**src/rtl/i2s_pkg.sv**
```systemverilog
// Shared defaults, sample/channel types and state encodings for the I2S mic capture slice.
package i2s_pkg;

    localparam int DEF_SAMPLE_W   = 24;
    localparam int DEF_SLOT_W     = 32;
    localparam int DEF_NUM_LINES  = 4;
    localparam int DEF_FIFO_DEPTH = 16;

    typedef logic [DEF_SAMPLE_W-1:0]         sample_t;
    typedef logic [$clog2(DEF_NUM_LINES):0]  chan_t;

    typedef enum logic {STOP = 1'b0, RUN  = 1'b1} seq_state_e;
    typedef enum logic {IDLE = 1'b0, PUSH = 1'b1} push_state_e;

endpackage

```
**src/rtl/i2s_sample_fifo.sv**
```systemverilog
// Show-ahead synchronous FIFO; full/empty come from the registered count, so a push
// into a full FIFO is refused even when a pop happens in the same cycle.
module i2s_sample_fifo #(
    parameter int WIDTH = 29,
    parameter int DEPTH = 16
) (
    input  logic             clk,
    input  logic             rst,
    input  logic             push_i,
    input  logic [WIDTH-1:0] push_data_i,
    input  logic             pop_i,
    output logic [WIDTH-1:0] head_o,
    output logic             full_o,
    output logic             empty_o
);

    localparam int AW = $clog2(DEPTH);
    localparam int CW = AW + 1;

    logic [WIDTH-1:0] mem_q [DEPTH];
    logic [AW-1:0]    wr_q;
    logic [AW-1:0]    rd_q;
    logic [CW-1:0]    count_q;
    logic             do_push;
    logic             do_pop;

    assign full_o  = (count_q == CW'(DEPTH));
    assign empty_o = (count_q == '0);
    assign do_push = push_i && !full_o;
    assign do_pop  = pop_i && !empty_o;
    assign head_o  = empty_o ? '0 : mem_q[rd_q];

    always_ff @(posedge clk) begin
        if (do_push) begin
            mem_q[wr_q] <= push_data_i;
        end
    end

    always_ff @(posedge clk or posedge rst) begin
        if (rst) begin
            wr_q    <= '0;
            rd_q    <= '0;
            count_q <= '0;
        end else begin
            if (do_push) wr_q <= wr_q + AW'(1);
            if (do_pop)  rd_q <= rd_q + AW'(1);
            case ({do_push, do_pop})
                2'b10:   count_q <= count_q + CW'(1);
                2'b01:   count_q <= count_q - CW'(1);
                default: count_q <= count_q;
            endcase
        end
    end

endmodule

```
**src/rtl/i2s_mic_capture_ctrl.sv**
```systemverilog
// I2S master frame sequencer, per-line deserializer and sample FIFO front end.
// Define MIC_STEREO_EN to capture both slots; otherwise only the left slot is queued.
module i2s_mic_capture_ctrl
    import i2s_pkg::*;
#(
    parameter int SAMPLE_W   = DEF_SAMPLE_W,
    parameter int SLOT_W     = DEF_SLOT_W,
    parameter int NUM_LINES  = DEF_NUM_LINES,
    parameter int FIFO_DEPTH = DEF_FIFO_DEPTH
) (
    input  logic                         clk,
    input  logic                         reset,
    input  logic                         en,
    input  logic [NUM_LINES-1:0]         sd,
    output logic                         ws,
    output logic                         busy,
    output logic [SAMPLE_W-1:0]          s_data,
    output logic [$clog2(NUM_LINES):0]   s_chan,
    output logic                         s_valid,
    input  logic                         s_ready,
    input  logic                         clr_ovf,
    output logic                         ovf,
    output logic [15:0]                  ovf_cnt
);

    localparam int CNT_W  = $clog2(2*SLOT_W);
    localparam int LINE_W = $clog2(NUM_LINES);
    localparam int CHAN_W = LINE_W + 1;

    seq_state_e          seq_q, seq_d;
    push_state_e         push_q, push_d;
    logic [CNT_W-1:0]    bit_cnt_q, bit_cnt_d;
    logic                ws_q, ws_d;
    logic [CNT_W-1:0]    slot_pos;
    logic                shift_en, load, cap_slot, slot_lr;
    logic [SAMPLE_W-2:0] shift_q [NUM_LINES];
    logic [SAMPLE_W-1:0] hold_q  [NUM_LINES];
    logic                hold_lr_q;
    logic [LINE_W-1:0]   line_q, line_d;
    logic                push_req, pop, fifo_full, fifo_empty, drop;
    logic [CHAN_W+SAMPLE_W-1:0] push_data, head;
    logic                ovf_q, ovf_d;
    logic [15:0]         ovf_cnt_q, ovf_cnt_d;

`ifdef MIC_STEREO_EN
    assign cap_slot = 1'b1;
    assign slot_lr  = ws_q;
`else
    assign cap_slot = ~ws_q;
    assign slot_lr  = 1'b0;
`endif

    always_comb begin
        seq_d     = seq_q;
        bit_cnt_d = bit_cnt_q;
        case (seq_q)
            STOP: begin
                bit_cnt_d = '0;
                if (en) seq_d = RUN;
            end
            default: begin
                if (bit_cnt_q == CNT_W'(2*SLOT_W-1)) begin
                    bit_cnt_d = '0;
                    if (!en) seq_d = STOP;
                end else begin
                    bit_cnt_d = bit_cnt_q + CNT_W'(1);
                end
            end
        endcase
        // ws is registered, so derive it from the count the next cycle will hold
        ws_d = (seq_d == RUN) && (bit_cnt_d >= CNT_W'(SLOT_W));
    end

    assign slot_pos = (bit_cnt_q >= CNT_W'(SLOT_W)) ? bit_cnt_q - CNT_W'(SLOT_W) : bit_cnt_q;
    assign shift_en = (seq_q == RUN) && (slot_pos != '0) && (slot_pos <= CNT_W'(SAMPLE_W));
    assign load     = (seq_q == RUN) && (slot_pos == CNT_W'(SAMPLE_W)) && cap_slot;

    always_comb begin
        push_d = push_q;
        line_d = line_q;
        if (push_q == IDLE) begin
            if (load) begin
                push_d = PUSH;
                line_d = '0;
            end
        end else if (line_q == LINE_W'(NUM_LINES-1)) begin
            push_d = IDLE;
        end else begin
            line_d = line_q + LINE_W'(1);
        end
    end

    assign push_req  = (push_q == PUSH);
    assign push_data = {line_q, hold_lr_q, hold_q[line_q]};
    assign pop       = s_ready && !fifo_empty;
    assign drop      = push_req && fifo_full;

    always_comb begin
        ovf_d     = ovf_q;
        ovf_cnt_d = ovf_cnt_q;
        if (clr_ovf) begin
            ovf_d     = drop;
            ovf_cnt_d = drop ? 16'd1 : 16'd0;
        end else if (drop) begin
            ovf_d = 1'b1;
            if (ovf_cnt_q != '1) ovf_cnt_d = ovf_cnt_q + 16'd1;
        end
    end

    always_ff @(posedge clk or posedge reset) begin
        if (reset) begin
            seq_q     <= STOP;
            bit_cnt_q <= '0;
            ws_q      <= 1'b0;
            push_q    <= IDLE;
            line_q    <= '0;
            hold_lr_q <= 1'b0;
            ovf_q     <= 1'b0;
            ovf_cnt_q <= '0;
            for (int unsigned n = 0; n < NUM_LINES; n++) begin
                shift_q[n] <= '0;
                hold_q[n]  <= '0;
            end
        end else begin
            seq_q     <= seq_d;
            bit_cnt_q <= bit_cnt_d;
            ws_q      <= ws_d;
            push_q    <= push_d;
            line_q    <= line_d;
            ovf_q     <= ovf_d;
            ovf_cnt_q <= ovf_cnt_d;
            if (load) hold_lr_q <= slot_lr;
            for (int unsigned n = 0; n < NUM_LINES; n++) begin
                if (shift_en) shift_q[n] <= {shift_q[n][SAMPLE_W-3:0], sd[n]};
                if (load)     hold_q[n]  <= {shift_q[n], sd[n]};
            end
        end
    end

    i2s_sample_fifo #(
        .WIDTH (CHAN_W + SAMPLE_W),
        .DEPTH (FIFO_DEPTH)
    ) u_fifo (
        .clk         (clk),
        .rst         (reset),
        .push_i      (push_req),
        .push_data_i (push_data),
        .pop_i       (pop),
        .head_o      (head),
        .full_o      (fifo_full),
        .empty_o     (fifo_empty)
    );

    assign ws      = ws_q;
    assign busy    = (seq_q == RUN);
    assign s_valid = !fifo_empty;
    assign s_chan  = head[CHAN_W+SAMPLE_W-1:SAMPLE_W];
    assign s_data  = head[SAMPLE_W-1:0];
    assign ovf     = ovf_q;
    assign ovf_cnt = ovf_cnt_q;

endmodule

```
**config.mk**
```make
export PLATFORM = sky130hd
export DESIGN_NAME = i2s_mic_capture_ctrl
export DESIGN_NICKNAME = d
export VERILOG_FILES = /design/src/rtl/i2s_pkg.sv /design/src/rtl/i2s_sample_fifo.sv /design/src/rtl/i2s_mic_capture_ctrl.sv
export SDC_FILE = /design/constraint.sdc
export NUM_CORES = 1
export LEC_CHECK = 0
export CAP_MARGIN = 15
export CORE_ASPECT_RATIO = 0.5
export CORE_MARGIN = 2
export CORE_UTILIZATION = 60
export CTS_CLUSTER_DIAMETER = 80
export DETAILED_ROUTE_END_ITERATION = 10
export PLACE_DENSITY = 0.83
export RECOVER_POWER = 100
export SETUP_SLACK_MARGIN = 0.3
export SLEW_MARGIN = 20
export SYNTH_ARGS = -nofsm -noshare
export SYNTH_HDL_FRONTEND = slang
export SYNTH_SLANG_ARGS = --single-unit
```
**constraint.sdc**
```tcl
create_clock -name clk -period 8.1 [get_ports clk]
set_input_delay 0.81 -clock clk [delete_from_list [all_inputs] [get_ports clk]]
set_output_delay 0.81 -clock clk [all_outputs]
set_load 0.005 [all_outputs]
```
Word-level counts from Yosys, hierarchy flattened
Memory sizes are Yosys's and may differ from the RTL's.
Index checks and enable logic that the tools add are counted.
{"block": "classes", "add_sub_neg": 8, "multipliers": 0, "div_mod_pow": 0, "order_cmp": 4, "eq_ne": 8, "shifts": 0, "muxes": 25, "n_bitwise": 2, "n_reduce_logical": 19}
{"operator": "$bmux W24 S2", "n": 1}
{"operator": "$mux W16", "n": 3}
{"operator": "$mux W24", "n": 2}
{"operator": "$mux W27", "n": 1}
{"operator": "$mux W6", "n": 3}
{"operator": "$add A16 B1 Y16 const B", "n": 1}
{"operator": "$ne A16 B16 Y1 const B", "n": 1}
{"operator": "$ge A6 B6 Y1 const B", "n": 2}
{"operator": "$mux W1", "n": 11}
{"operator": "$pmux W5 S2", "n": 1}
{"operator": "$logic_and A1 B1 Y1", "n": 9}
{"operator": "$add A4 B1 Y4 const B", "n": 2}
{"operator": "$reduce_bool A2 Y1", "n": 4}
{"operator": "$add A6 B1 Y6 const B", "n": 1}
{"operator": "$eq A6 B5 Y1 const B", "n": 1}
{"operator": "$eq A6 B6 Y1 const B", "n": 1}
{"operator": "$le A6 B5 Y1 const B", "n": 1}
{"operator": "$mux W2", "n": 3}
{"operator": "$reduce_bool A6 Y1", "n": 1}
{"operator": "$sub A6 B6 Y6 const B", "n": 1}
{"operator": "$add A5 B1 Y5 const B", "n": 1}
{"operator": "$eq A5 B5 Y1 const B", "n": 1}
{"operator": "$logic_not A5 Y1", "n": 1}
{"operator": "$sub A5 B1 Y5 const B", "n": 1}
{"operator": "other kinds (9)", "n": 12}
{"block": "word_totals", "register_bits": 229, "latch_bits": 0, "ram_bits": 416, "rom_bits": 0, "inputBits": 9, "output_inout_bits": 47, "wordCells": 85, "mem_count": 1}
{"name": "u_fifo.mem_q", "words": 16, "word_bits": 26, "rd": 1, "rd_ports_with_merged_regs": 0, "write_ports": 1, "line": "i2s_sample_fifo.sv:20", "source": "logic [WIDTH-1:0] mem_q [DEPTH];"}

Depth between registers and ports, before layout
Gate-level depths: netlist of the first run.
{"block": "logic_depth", "depth_word": 7, "ltp_mapped": 12, "ltp_nobuf": 10}

Modules after synthesis
Synthesis of the first run repeated with hierarchy kept, for this count alone.
{"block": "unflattened", "hier_cells": 1352, "area_unflattened_um2": 26391.6}
{"module": "i2s_sample_fifo", "n_inst": 1, "cells_each": 757, "area_per_inst_um2": 17269.1}
{"module": "i2s_mic_capture_ctrl", "n_inst": 1, "cells_each": 595, "area_per_inst_um2": 9122.5}

Worst setup path before layout of the first run
Ideal clock, no wire load.
{"block": "synth_path", "kind": "reg-to-reg", "start": "register push_q", "end": "memory u_fifo.mem_q[3][0] (netlist bit) (enable)", "setup_ns": 0.442, "arrival_time_ns": 3.114, "path_slack_ns": 4.545, "stages_incl_launch_ff": 5, "synth_period_minus_slack_ns": 3.555, "cell_sequence": "dfrtp_1 -> clkbuf_1 -> a21boi_1 -> nand2_1 -> nor3_1"}
{"block": "synth_between", "elab_chain_len": 3}
{"item": "start: declaration", "line": "i2s_mic_capture_ctrl.sv:31", "source": "push_state_e push_q, push_d;"}
{"item": "start signal: assignment", "line": "i2s_mic_capture_ctrl.sv:128", "source": "push_q <= push_d;"}
{"item": "$logic_and A1 B1 Y1", "line": "i2s_sample_fifo.sv:29", "source": "assign do_push = push_i && !full_o;"}
{"item": "$mux W1", "line": "i2s_sample_fifo.sv:34", "source": "if (do_push) begin"}
{"item": "$mux W1 (implied by the code)", "line": "i2s_sample_fifo.sv:35", "source": "mem_q[wr_q] <= push_data_i;"}
{"item": "end: declaration", "line": "i2s_sample_fifo.sv:20"}
No other way between the ends.

Worst setup path after layout of the first run
{"block": "layout_path", "start": "register u_fifo.count_q[1]", "end": "output s_data[17]"}
{"block": "layout_between", "elab_chain_len": 2}
{"item": "start: declaration", "line": "i2s_sample_fifo.sv:23", "source": "logic [CW-1:0] count_q;"}
{"item": "start signal: assignment", "line": "i2s_sample_fifo.sv:48", "source": "2'b10: count_q <= count_q + CW'(1);"}
{"item": "start signal: assignment", "line": "i2s_sample_fifo.sv:49", "source": "2'b01: count_q <= count_q - CW'(1);"}
{"item": "start signal: assignment", "line": "i2s_sample_fifo.sv:50", "source": "default: count_q <= count_q;"}
{"item": "$logic_not A5 Y1", "line": "i2s_sample_fifo.sv:28", "source": "assign empty_o = (count_q == '0);"}
{"item": "$mux W27", "line": "i2s_sample_fifo.sv:31", "source": "assign head_o = empty_o ? '0 : mem_q[rd_q];"}
{"item": "end: declaration", "line": "i2s_mic_capture_ctrl.sv:17", "source": "output logic [SAMPLE_W-1:0] s_data,"}
No other way between the ends.

==> impl_results.md, run 1 <==
* Status: finished, violations left
* Failing checks: capacitance limit, slew limit
* R2R setup slack at ~2900 ps
* Area of the mapped netlist at 0.02562 mm²
* Pwr Density at 277.5 mW/mm²
* Mux cell area share after synthesis at 0.2207
* Unrepaired setup endpoints after global routing: false
* # diodes at 0
* CTS tree: done
* Vias per cell at 6.451
* Startpoint types: register
* Core Region at 0.04204 mm²
* Final Hold Vio Count at 0
* TritonCTS buffer count at 52
* Final WL at around 53000 µm
* Synth Flop Type: edfxtp_1
* Largest net degree at the start of global routing at roughly 150
* WP data required at 7290 ps
* R2r worst-path depth at 6
* Detailed-route DRC error count at 0
* Syn-to-layout area delta at 10.37%
* Hpwl dp at 29030 µm
* Max Fclk at 171.6 MHz
* Worst Setup End Kind: primary output
* Post-synth EDFFs at approximately 420
* Core Rows at 53
* H-Tree Depth at 2
* Max Root-Sink Buffers at 3
* Port bufs at 54
* Most common cell in the netlist: edfxtp_1
* Placed cell count at 1906
* Slew @ Worst Pin at 5038 ps
* Final TNS setup at 0 ps
* Post-CTS Hold Buffers at 0
* Die area at between 0.04 and 0.05 mm²
* Drt first pass iters at 5
* Vias at 12920
* Layout cells sized above 1 at 0.2786
* Final core occ at 0.6726
* Fin. max-slew vios at 701
* Setup CP Type: register to primary output
* FFs w/ async S/R, synth at 0.3550
* Die height at 150.1 µm
* Post-route insts no fill at roughly 2000
* Setup Skew at 36.06 ps
* Setup slack after layout at 2273 ps
* Final setup viols at 0
* Worst R2R End: hold_q[57]
* CTS Root Cell: clkbuf_16
* Worst Path Max Fanout at 26
* Post-Synth Simple-Gate Area at 0.02598
* Ports at 56
* Placed Area at 0.02684 mm²
* Max_slew headroom at -2.359
* XOR/XNOR Fraction of Synth Area at 0.005469
* Register area share after synthesis at 0.7112
* Post-synthesis cell count at 1321
* Total gr overflow at 0
* First-pass GRT wire length at 81160 µm
* Total Nets Final at 1405
* Largest cells by area after synthesis: edfxtp_1, dfrtp_1, mux4_2
* Leak Pwr at around 9.9 nW
* Area fraction of the dominant cell type after synthesis at 0.4875
* Hold WC Path Type: register to register
* Post-CTS Setup Bufs at 0
* Starting Density at 0.6095
* Worst Hold Depth at 1
* Mapped Avg Cell Area at 19.40 µm²
* Worst Hold Launch: bit_cnt_q[0]
* Final Instance Area at 0.02828 mm²
* Main combinational cell family by area after synthesis: multiplexers
* Post-synth top cells: edfxtp_1, dfrtp_1, mux2_2
* Final period utilization at 0.7194
* Critical Path AT at 5020 ps
* Final antenna-violating net count at 0
* Initial DRC count at around 1400
* Die W at 296.3 µm
* RePlAce Congestion at slightly below 0.8
* Wire length per cell at 26.63 µm
* Adder-cell share of the synthesized area at 0.005860
* Max-Cap Viols at 24
* Yosys warning total at 0
* Unique masters post-synth at 52
* PostCTS Resize Cnt at 0
* Gr usage total at 0.2473
* Reg2reg start: bit_cnt_q[0]
* Initial antenna violation count at 0
* Clock transition at path regs at 70 ps
* Vias in the first global route at 13410
* Mapped Nets at between 1000 and 1500
* Hold EP: bit_cnt_q[0]
* Clk Latency, worst-skew pair at 610 ps
* Yosys top cell by area: edfxtp_1
* #FFs+latches synth at 645
* Clock net sink count at roughly 650
* Final Critical Period at 5827 ps
* Worst IR Drop VDD at 211.7 µV
* Compound-Gate Fraction of Synth Area at 0.01655
* Pre-CTS WS at ~4200 ps
==> cells in the final DEF, fill, tap and decap left out, drive strengths merged, types with 10 or more instances in the layout <==
master       synthesis  final
edfxtp             416    416
dfrtp              229    229
mux2               199    199
mux4               128    128
clkbuf              27     96
mux2i               53     53
dlygate4sd3          0     47
o22ai               26     26
nor2                25     25
nand2               21     21
clkinv               0     16
a21oi               14     14
nand3               12     12
ha                  12     12
nor2b               10     10
==> worst max path at each step <==
stage,startpoint,to,cells after the start
5_1_grt,u_fifo.count_q[1],s_data[17],6
6_report,u_fifo.count_q[1],s_data[17],6
3_3_place_gp,u_fifo.rd_q[1],s_data[21],5
2_1_floorplan,reset,bit_cnt_q[0],1
3_5_place_dp,u_fifo.rd_q[1],s_data[21],5
4_1_cts,u_fifo.rd_q[1],s_data[21],5
==> metrics by stage <==
stage	power (mW)	hold WS [ps]
5_1_grt	8.108	507.1
4_1_cts	7.954	491.3
6_report	7.847	485.2
2_1_floorplan	4.936	454.7
3_5_place_dp	5.526	480.0
3_3_place_gp	5.462	466.3
==> critical path, stage by stage (launching register included) <==
cell and delay (ps):
dfrtp_1 460, nor4_1 1030, nand2_1 270, nand2b_1 180, clkbuf_1 1350, o22ai_1 410
dlygate4sd3_1 720
==> sequential cells by signal, indices dropped and copies added, names as in the netlist <==
| signal | flops |
|---|---|
| busy | 1 |
| u_fifo.rd_q | 4 |
| ws | 1 |
| ovf_cnt | 16 |
| shift_q | 92 |
| u_fifo.wr_q | 4 |
| line_q | 2 |
| u_fifo.mem_q | 416 |
| ovf | 1 |
| hold_q | 96 |
| bit_cnt_q | 6 |
| push_q | 1 |
| u_fifo.count_q | 5 |
==> metal layers <==
metal  vias up  part of all wire  track usage  routed length (µm)
li1       5350                 -            -                   -
met1      6815              0.39       0.3475               20870
met2       625              0.49       0.4051               26320
met3       125             0.085      0.03868                4536
met4         0             0.030      0.08308                1589
met5         -                 0            0                   0
==> power by group <==
group	total [mW]	switching (mW)	leakage, nW	internal [mW]
registers	3.72	0.134	6.42	3.59
logic	1.69	0.808	2.73	0.879
clock network	2.44	1.15	0.780	1.29
==> cell families (layout without fill, tap and decap cells) <==
| logic type | after synthesis | after routing |
|---|---|---|
| simple gates | 119 | 119 |
| flops | 645 | 645 |
| buf+inv | 81 | 185 |
| compound gates | 67 | 67 |
| other cells | 1 | 1 |
| fa+ha+maj | 12 | 12 |
| xor+xnor | 16 | 16 |
| mux | 380 | 380 |
==> final cells by class <==
type                       instances  area [µm²]
multi-input combinational        595        7002
tap                              577       721.9
clock inverter                    19       126.4
clock buffer                      76        1471
sequential                       645       18230
inverter                           9       35.03
timing repair buffer              81       691.9
fill                            2527       13760
No activity file was read; power rests on OpenSTA's default activity.
==> inputs of run 2 (changes only) <==
==> constraint.sdc (replaced) <==
create_clock -name clk -period 6 [get_ports clk]
set_input_delay 0.6 -clock clk [delete_from_list [all_inputs] [get_ports clk]]
set_output_delay 0.6 -clock clk [all_outputs]
set_load 0.005 [all_outputs]
==> run 2 against run 1 <==
Net effect:
- the flow still finishes with violations (capacitance limit, slew limit)
- design area is 0.64% higher
- via count is 1.0% higher
- sequential power is 39% higher
- total power is 38% higher
- clock power is 43% higher
- non-clock buffer count is 2 higher
- worst hold slack better by 5.6 ps
- largest cell class unchanged
==> impl_results.md, run 2 (same netlist as run 1, synthesis figures left out) <==
* Final core occ at 0.6770 (was 0.6726)
* Final setup viols at 0 (unchanged)
* RePlAce Congestion at 0.7918 (was 0.7706)
* Worst IR Drop VDD at 291.2 µV (was 211.7 µV)
* Fin. max-slew vios at 640 (was 701)
* CTS Root Cell: clkbuf_16 (unchanged)
* Crit path cell chain: nor4_1, nand2_1, nand2_1, buf_4, o22ai_1, dlygate4sd3_1 (was nor4_1, nand2_1, nand2b_1, clkbuf_1, o22ai_1, dlygate4sd3_1)
* Die height at 150.1 µm (unchanged)
* Largest net degree at the start of global routing at 131 (was 147)
* Total power at 10.86 mW (was 7.847 mW)
* Unrepaired setup endpoints after global routing: false (unchanged)
* Clock net sink count at 645 (unchanged)
* Die W at 296.3 µm (unchanged)
* Largest registers: u_fifo.mem_q x416, hold_q x96, shift_q x92 (unchanged)
* Total Nets Final at 1409 (was 1405)
* Clk Latency, worst-skew pair at 590 ps (was 610 ps)
* Detailed-route DRC error count at 0 (unchanged)
* Post-CTS Setup Bufs at 0 (unchanged)
* Worst Setup End Kind: primary output (unchanged)
* Final TNS setup at 0 ps (unchanged)
* Max_slew headroom at -0.5928 (was -2.359)
* Pwr Density at 381.5 mW/mm² (was 277.5 mW/mm²)
* Worst Path Max Fanout at 14 (was 26)
* Startpoint types: register (unchanged)
* Top reg by flops: u_fifo.mem_q (unchanged)
* Final Hold Vio Count at 0 (unchanged)
* Clock transition at path regs at 60 ps (was 70 ps)
* Top cell by count, worst path: nand2_1
* Leak Pwr at 10.01 nW (was 9.928 nW)
* Vias in the first global route at 13880 (was 13410)
* Status: finished, violations left (unchanged)
* Commonest non-fill, non-tap cell in the layout: edfxtp_1 (unchanged)
* Slew @ Worst Pin at 2389 ps (was 5038 ps)
* CP peak stage delay at 1010 ps (was 1350 ps)
* Ports at 56 (unchanged)
* Setup Skew at 26.44 ps (was 36.06 ps)
* Failing checks: capacitance limit, slew limit (unchanged)
* Die area at 0.04447 mm² (unchanged)
* Core Rows at 53 (unchanged)
* H-Tree Depth at 2 (unchanged)
* Drt first pass iters at 5 (unchanged)
* Final WL at 55020 µm (was 53320 µm)
* Vias at 13050 (was 12920)
* Hpwl dp at 29660 µm (was 29030 µm)
* Vias per cell at 6.495 (was 6.451)
* Most frequent cells in the layout: edfxtp_1, dfrtp_1, mux2_2, mux4_2, clkbuf_16 (was edfxtp_1, dfrtp_1, mux2_2, mux4_2, mux2i_1)
* Wire length per cell at 27.38 µm (was 26.63 µm)
* Max Fclk at 205.4 MHz
* Port bufs at 54 (unchanged)
* Critical Path AT at 4270 ps (was 5020 ps)
* Fin Hold WS at 490.8 ps (was 485.2 ps)
* Final period utilization at 0.8112
* Final antenna-violating net count at 0 (unchanged)
* Hold WC Path Type: register to register (unchanged)
* Initial antenna violation count at 0 (unchanged)
* PostCTS Resize Cnt at 0 (unchanged)
* # diodes at 0 (unchanged)
* Max Root-Sink Buffers at 3 (unchanged)
* Max reg flops at 416 (unchanged)
* Gr usage total at 0.2556 (was 0.2473)
* CTS tree: done (unchanged)
* Layout cells sized above 1 at 0.2856 (was 0.2786)
* Initial DRC count at 1595 (was 1396)
* CP max-delay cell: nor4_1 (was clkbuf_1)
* Core Region at 0.04204 mm² (unchanged)
* Starting Density at 0.6095 (unchanged)
* First-pass GRT wire length at 83950 µm (was 81160 µm)
* Setup CP Type: register to primary output (unchanged)
* Final Instance Area at 0.02846 mm² (was 0.02828 mm²)
* TritonCTS buffer count at 54 (was 52)
* Max-Cap Viols at 23 (was 24)
* Placed Area at 0.02688 mm² (was 0.02684 mm²)
* Post-CTS Hold Buffers at 0 (unchanged)
* Syn-to-layout area delta at 11.07% (was 10.37%)
* Final Critical Period at 4867 ps
* Total gr overflow at 0 (unchanged)
* WP data required at 5400 ps (was 7290 ps)
-- run 2: path summary, 6_finish.rpt --
path,start,endpoint,slack (ps),cells after the start
worst max-delay path,u_fifo.count_q[1],s_data[17],1130,6
worst min-delay path,ovf,ovf,490,1
worst max register to register,u_fifo.count_q[1],u_fifo.mem_q[2][3],1390,5
worst min register to register,ovf,ovf,490,1
max in group asynchronous,reset,ovf_cnt[11],3010,3
min in group asynchronous,reset,hold_q[64],740,2
-- run 2: stage by stage --
stage,std cells,setup slack [ps]
2_1_floorplan,1321,2406
3_3_place_gp,1909,2380
3_5_place_dp,1909,2345
4_1_cts,2009,1716
5_1_grt,2009,927.9
6_report,2009,1133
-- run 2: layout make-up --
type	count	area (µm²)
timing repair buffer	83	708.2
clock buffer	85	1580
multi-input combinational	595	7009
tap	577	721.9
sequential	645	18230
inverter	9	35.03
clock inverter	15	175.2
fill	2514	13580
-- run 2: per-layer routing --
metal	global-route usage	up-vias	share of wire
li1	-	5368	-
met1	0.3575	6839	0.39
met2	0.4188	716	0.49
met3	0.04488	125	0.092
met4	0.08131	0	0.028
met5	0	-	0
-- run 2: power by group --
part,leakage (nW),internal [mW],switching (mW)
Combinational,2.74,1.20,0.996
Sequential,6.42,4.84,0.319
Clock,0.851,1.98,1.53
Total,10.0,8.02,2.84
-- run 2: critical path, delay by kind of cell, from the launching register on --
kind,cells,cell delay (ps)
compound gates,1,200
buf+inv,2,1060
flops,1,460
simple gates,3,1960
==> inputs of run 3 (changes only) <==
==> constraint.sdc (replaced) <==
create_clock -name clk -period 4.69 [get_ports clk]
set_input_delay 0.469 -clock clk [delete_from_list [all_inputs] [get_ports clk]]
set_output_delay 0.469 -clock clk [all_outputs]
set_load 0.005 [all_outputs]
==> run 3 against run 2 <==
Net effect:
- the flow still finishes with violations (capacitance limit, slew limit)
- clock power increased by 38%
- count of clock-buffer cells in the layout decreased by 21
- register-to-register slack got worse by 910 ps
- largest cell class unchanged
- largest power group unchanged
==> impl_results.md, run 3 (same netlist as run 1, synthesis figures left out) <==
* Final WL at 54860 µm (was 55020 µm)
* PostCTS Resize Cnt at 0 (unchanged)
* Failing checks: capacitance limit, slew limit (unchanged)
* WP data required at 4860 ps (was 5400 ps)
* Critical Path AT at 4380 ps (was 4270 ps)
* Setup CP Type: register to register (was register to primary output)
* Starting Density at 0.6095 (unchanged)
* Die height at 150.1 µm (unchanged)
* First-pass GRT wire length at 83100 µm (was 83950 µm)
* Max_slew headroom at -0.8296 (was -0.5928)
* Worst Path Max Fanout at 26 (was 14)
* Clock net sink count at 645 (unchanged)
* Wire length per cell at 27.20 µm (was 27.38 µm)
* Leak Pwr at 10.14 nW (was 10.01 nW)
* Vias in the first global route at 13630 (was 13880)
* Setup Skew at 19.48 ps (was 26.44 ps)
* Slew @ Worst Pin at 2744 ps (was 2389 ps)
* H-Tree Depth at 2 (unchanged)
* Commonest non-fill, non-tap cell in the layout: edfxtp_1 (unchanged)
* Largest registers: u_fifo.mem_q x416, hold_q x96, shift_q x92 (unchanged)
* Worst IR Drop VDD at 276.0 µV (was 291.2 µV)
* # diodes at 0 (unchanged)
* Initial antenna violation count at 0 (unchanged)
* Most frequent cells in the layout: edfxtp_1, dfrtp_1, mux2_2, mux4_2, clkbuf_16 (unchanged)
* Initial DRC count at 1342 (was 1595)
* Max Fclk at 237.3 MHz
* Worst Setup End Kind: register (was primary output)
* Pint at 10.56 mW (was 8.016 mW)
* Drt first pass iters at 7 (was 5)
* Gr usage total at 0.2531 (was 0.2556)
* Final Hold Vio Count at 0 (unchanged)
* CTS tree: done (unchanged)
* Final Critical Period at 4214 ps
* Layout cells sized above 1 at 0.2993 (was 0.2856)
* Die area at 0.04447 mm² (unchanged)
* Core Rows at 53 (unchanged)
* Top reg by flops: u_fifo.mem_q (unchanged)
* Fin Hold WS at 231.3 ps (was 490.8 ps)
* Final TNS setup at 0 ps (unchanged)
* Largest net degree at the start of global routing at 116 (was 131)
* Sequential power share at 0.458 (was 0.475)
* Final period utilization at 0.8985
* Final setup viols at 0 (unchanged)
* Max-Cap Viols at 15 (was 23)
* Status: finished, violations left (unchanged)
* Max reg flops at 416 (unchanged)
* RePlAce Congestion at 0.8289 (was 0.7918)
* Combinational cell fraction of total power at 0.205 (was 0.202)
* Max Root-Sink Buffers at 3 (unchanged)
* Ports at 56 (unchanged)
* Pwr Density at 498.9 mW/mm² (was 381.5 mW/mm²)
* Post-CTS Setup Bufs at 0 (unchanged)
* Fin. max-slew vios at 591 (was 640)
* Clk network pwr share at 0.337 (was 0.323)
* Unrepaired setup endpoints after global routing: false (unchanged)
* Port bufs at 54 (unchanged)
* Vias at 13050 (about the same)
* Core Region at 0.04204 mm² (unchanged)
* TritonCTS buffer count at 54 (unchanged)
* Die W at 296.3 µm (unchanged)
* Vias per cell at 6.468 (was 6.495)
* Syn-to-layout area delta at 11.91% (was 11.07%)
* Switching part of the total at 0.2622 (was 0.2617)
* Total Nets Final at 1415 (was 1409)
* Clock transition at path regs at 70 ps (was 60 ps)
* Post-CTS Hold Buffers at 0 (unchanged)
* Hold WC Path Type: input pin to asynchronous set/reset pin (was register to register)
* Clk Latency, worst-skew pair at 590 ps (about the same)
* Final antenna-violating net count at 0 (unchanged)
* Switching power at 3.750 mW (was 2.841 mW)
* Startpoint types: register (unchanged)
* Total gr overflow at 0 (unchanged)
* Detailed-route DRC error count at 0 (unchanged)
* Hpwl dp at 29270 µm (was 29660 µm)
* CTS Root Cell: clkbuf_16 (unchanged)
## run 3: changes by cell type in the layout (fill, tap and decap cells not counted), moves of 4 or more
cell / previous run / this run
bufinv_16: 4 / 10
clkbuf_1: 40 / 20
clkbuf_2: 3 / 11
clkbuf_8: 7 / 2
clkdlybuf4s50_1: 7 / 11
clkinv_1: 5 / 14
clkinv_2: 4 / 11
dlygate4sd3_1: 47 / 43
## run 3: final cells by class
cell class | count | area [µm²]
flip-flops and latches | 645 | 18230
repair buffers | 89 | 757.0
clock inverters | 38 | 431.7
inverters | 9 | 35.03
fillers | 2469 | 13370
clock buffers | 64 | 1473
multi-input cells | 595 | 7027
well taps | 577 | 721.9
## run 3: through the flow
step           setup slack, ps  total power, mW  area, µm²  utilization  std cells
6_report                 476.2            14.31      28670       0.6820       2017
2_1_floorplan             1135            8.525      25630            -       1321
3_3_place_gp              1510            9.476      26960       0.6413       1915
5_1_grt                  368.8            14.75      28670       0.6820       2017
4_1_cts                  831.6            14.46      28870       0.6866       2017
3_5_place_dp              1313            9.594      26960       0.6413       1915
## run 3: power by group through the flow
stage          Sequential (mW)  Combinational [mW]  Clock (mW)
2_1_floorplan             6.38                2.15           0
5_1_grt                   6.57                3.11        5.07
6_report                  6.54                2.94        4.82
3_5_place_dp              6.66                2.93           0
4_1_cts                   6.55                3.04        4.87
3_3_place_gp              6.64                2.84           0
## run 3: worst paths after layout
kind	from	slack, ps	end	depth (start not counted)
worst max-delay path	u_fifo.count_q[1]	480	u_fifo.mem_q[9][6]	5
worst min-delay path	reset	230	hold_q[38]	2
worst max register to register	u_fifo.count_q[1]	480	u_fifo.mem_q[9][6]	5
worst min register to register	ovf	470	ovf	1
max in group asynchronous	reset	1220	u_fifo.rd_q[0]	3
min in group clk	en	460	busy	2
## run 3: critical path, cell delays in order, from the launching register on
cell	delay, ps
dfrtp_1	520
nor4_4	130
a21boi_0	950
nand2_1	380
nor2_2	200
clkbuf_1	1590
## run 3: routing by layer
metal / GRT usage / routed length (µm)
met5: 0 / 0
met4: 0.07020 / 1253
met3: 0.05285 / 4898
met2: 0.4176 / 27350
met1: 0.3494 / 21350
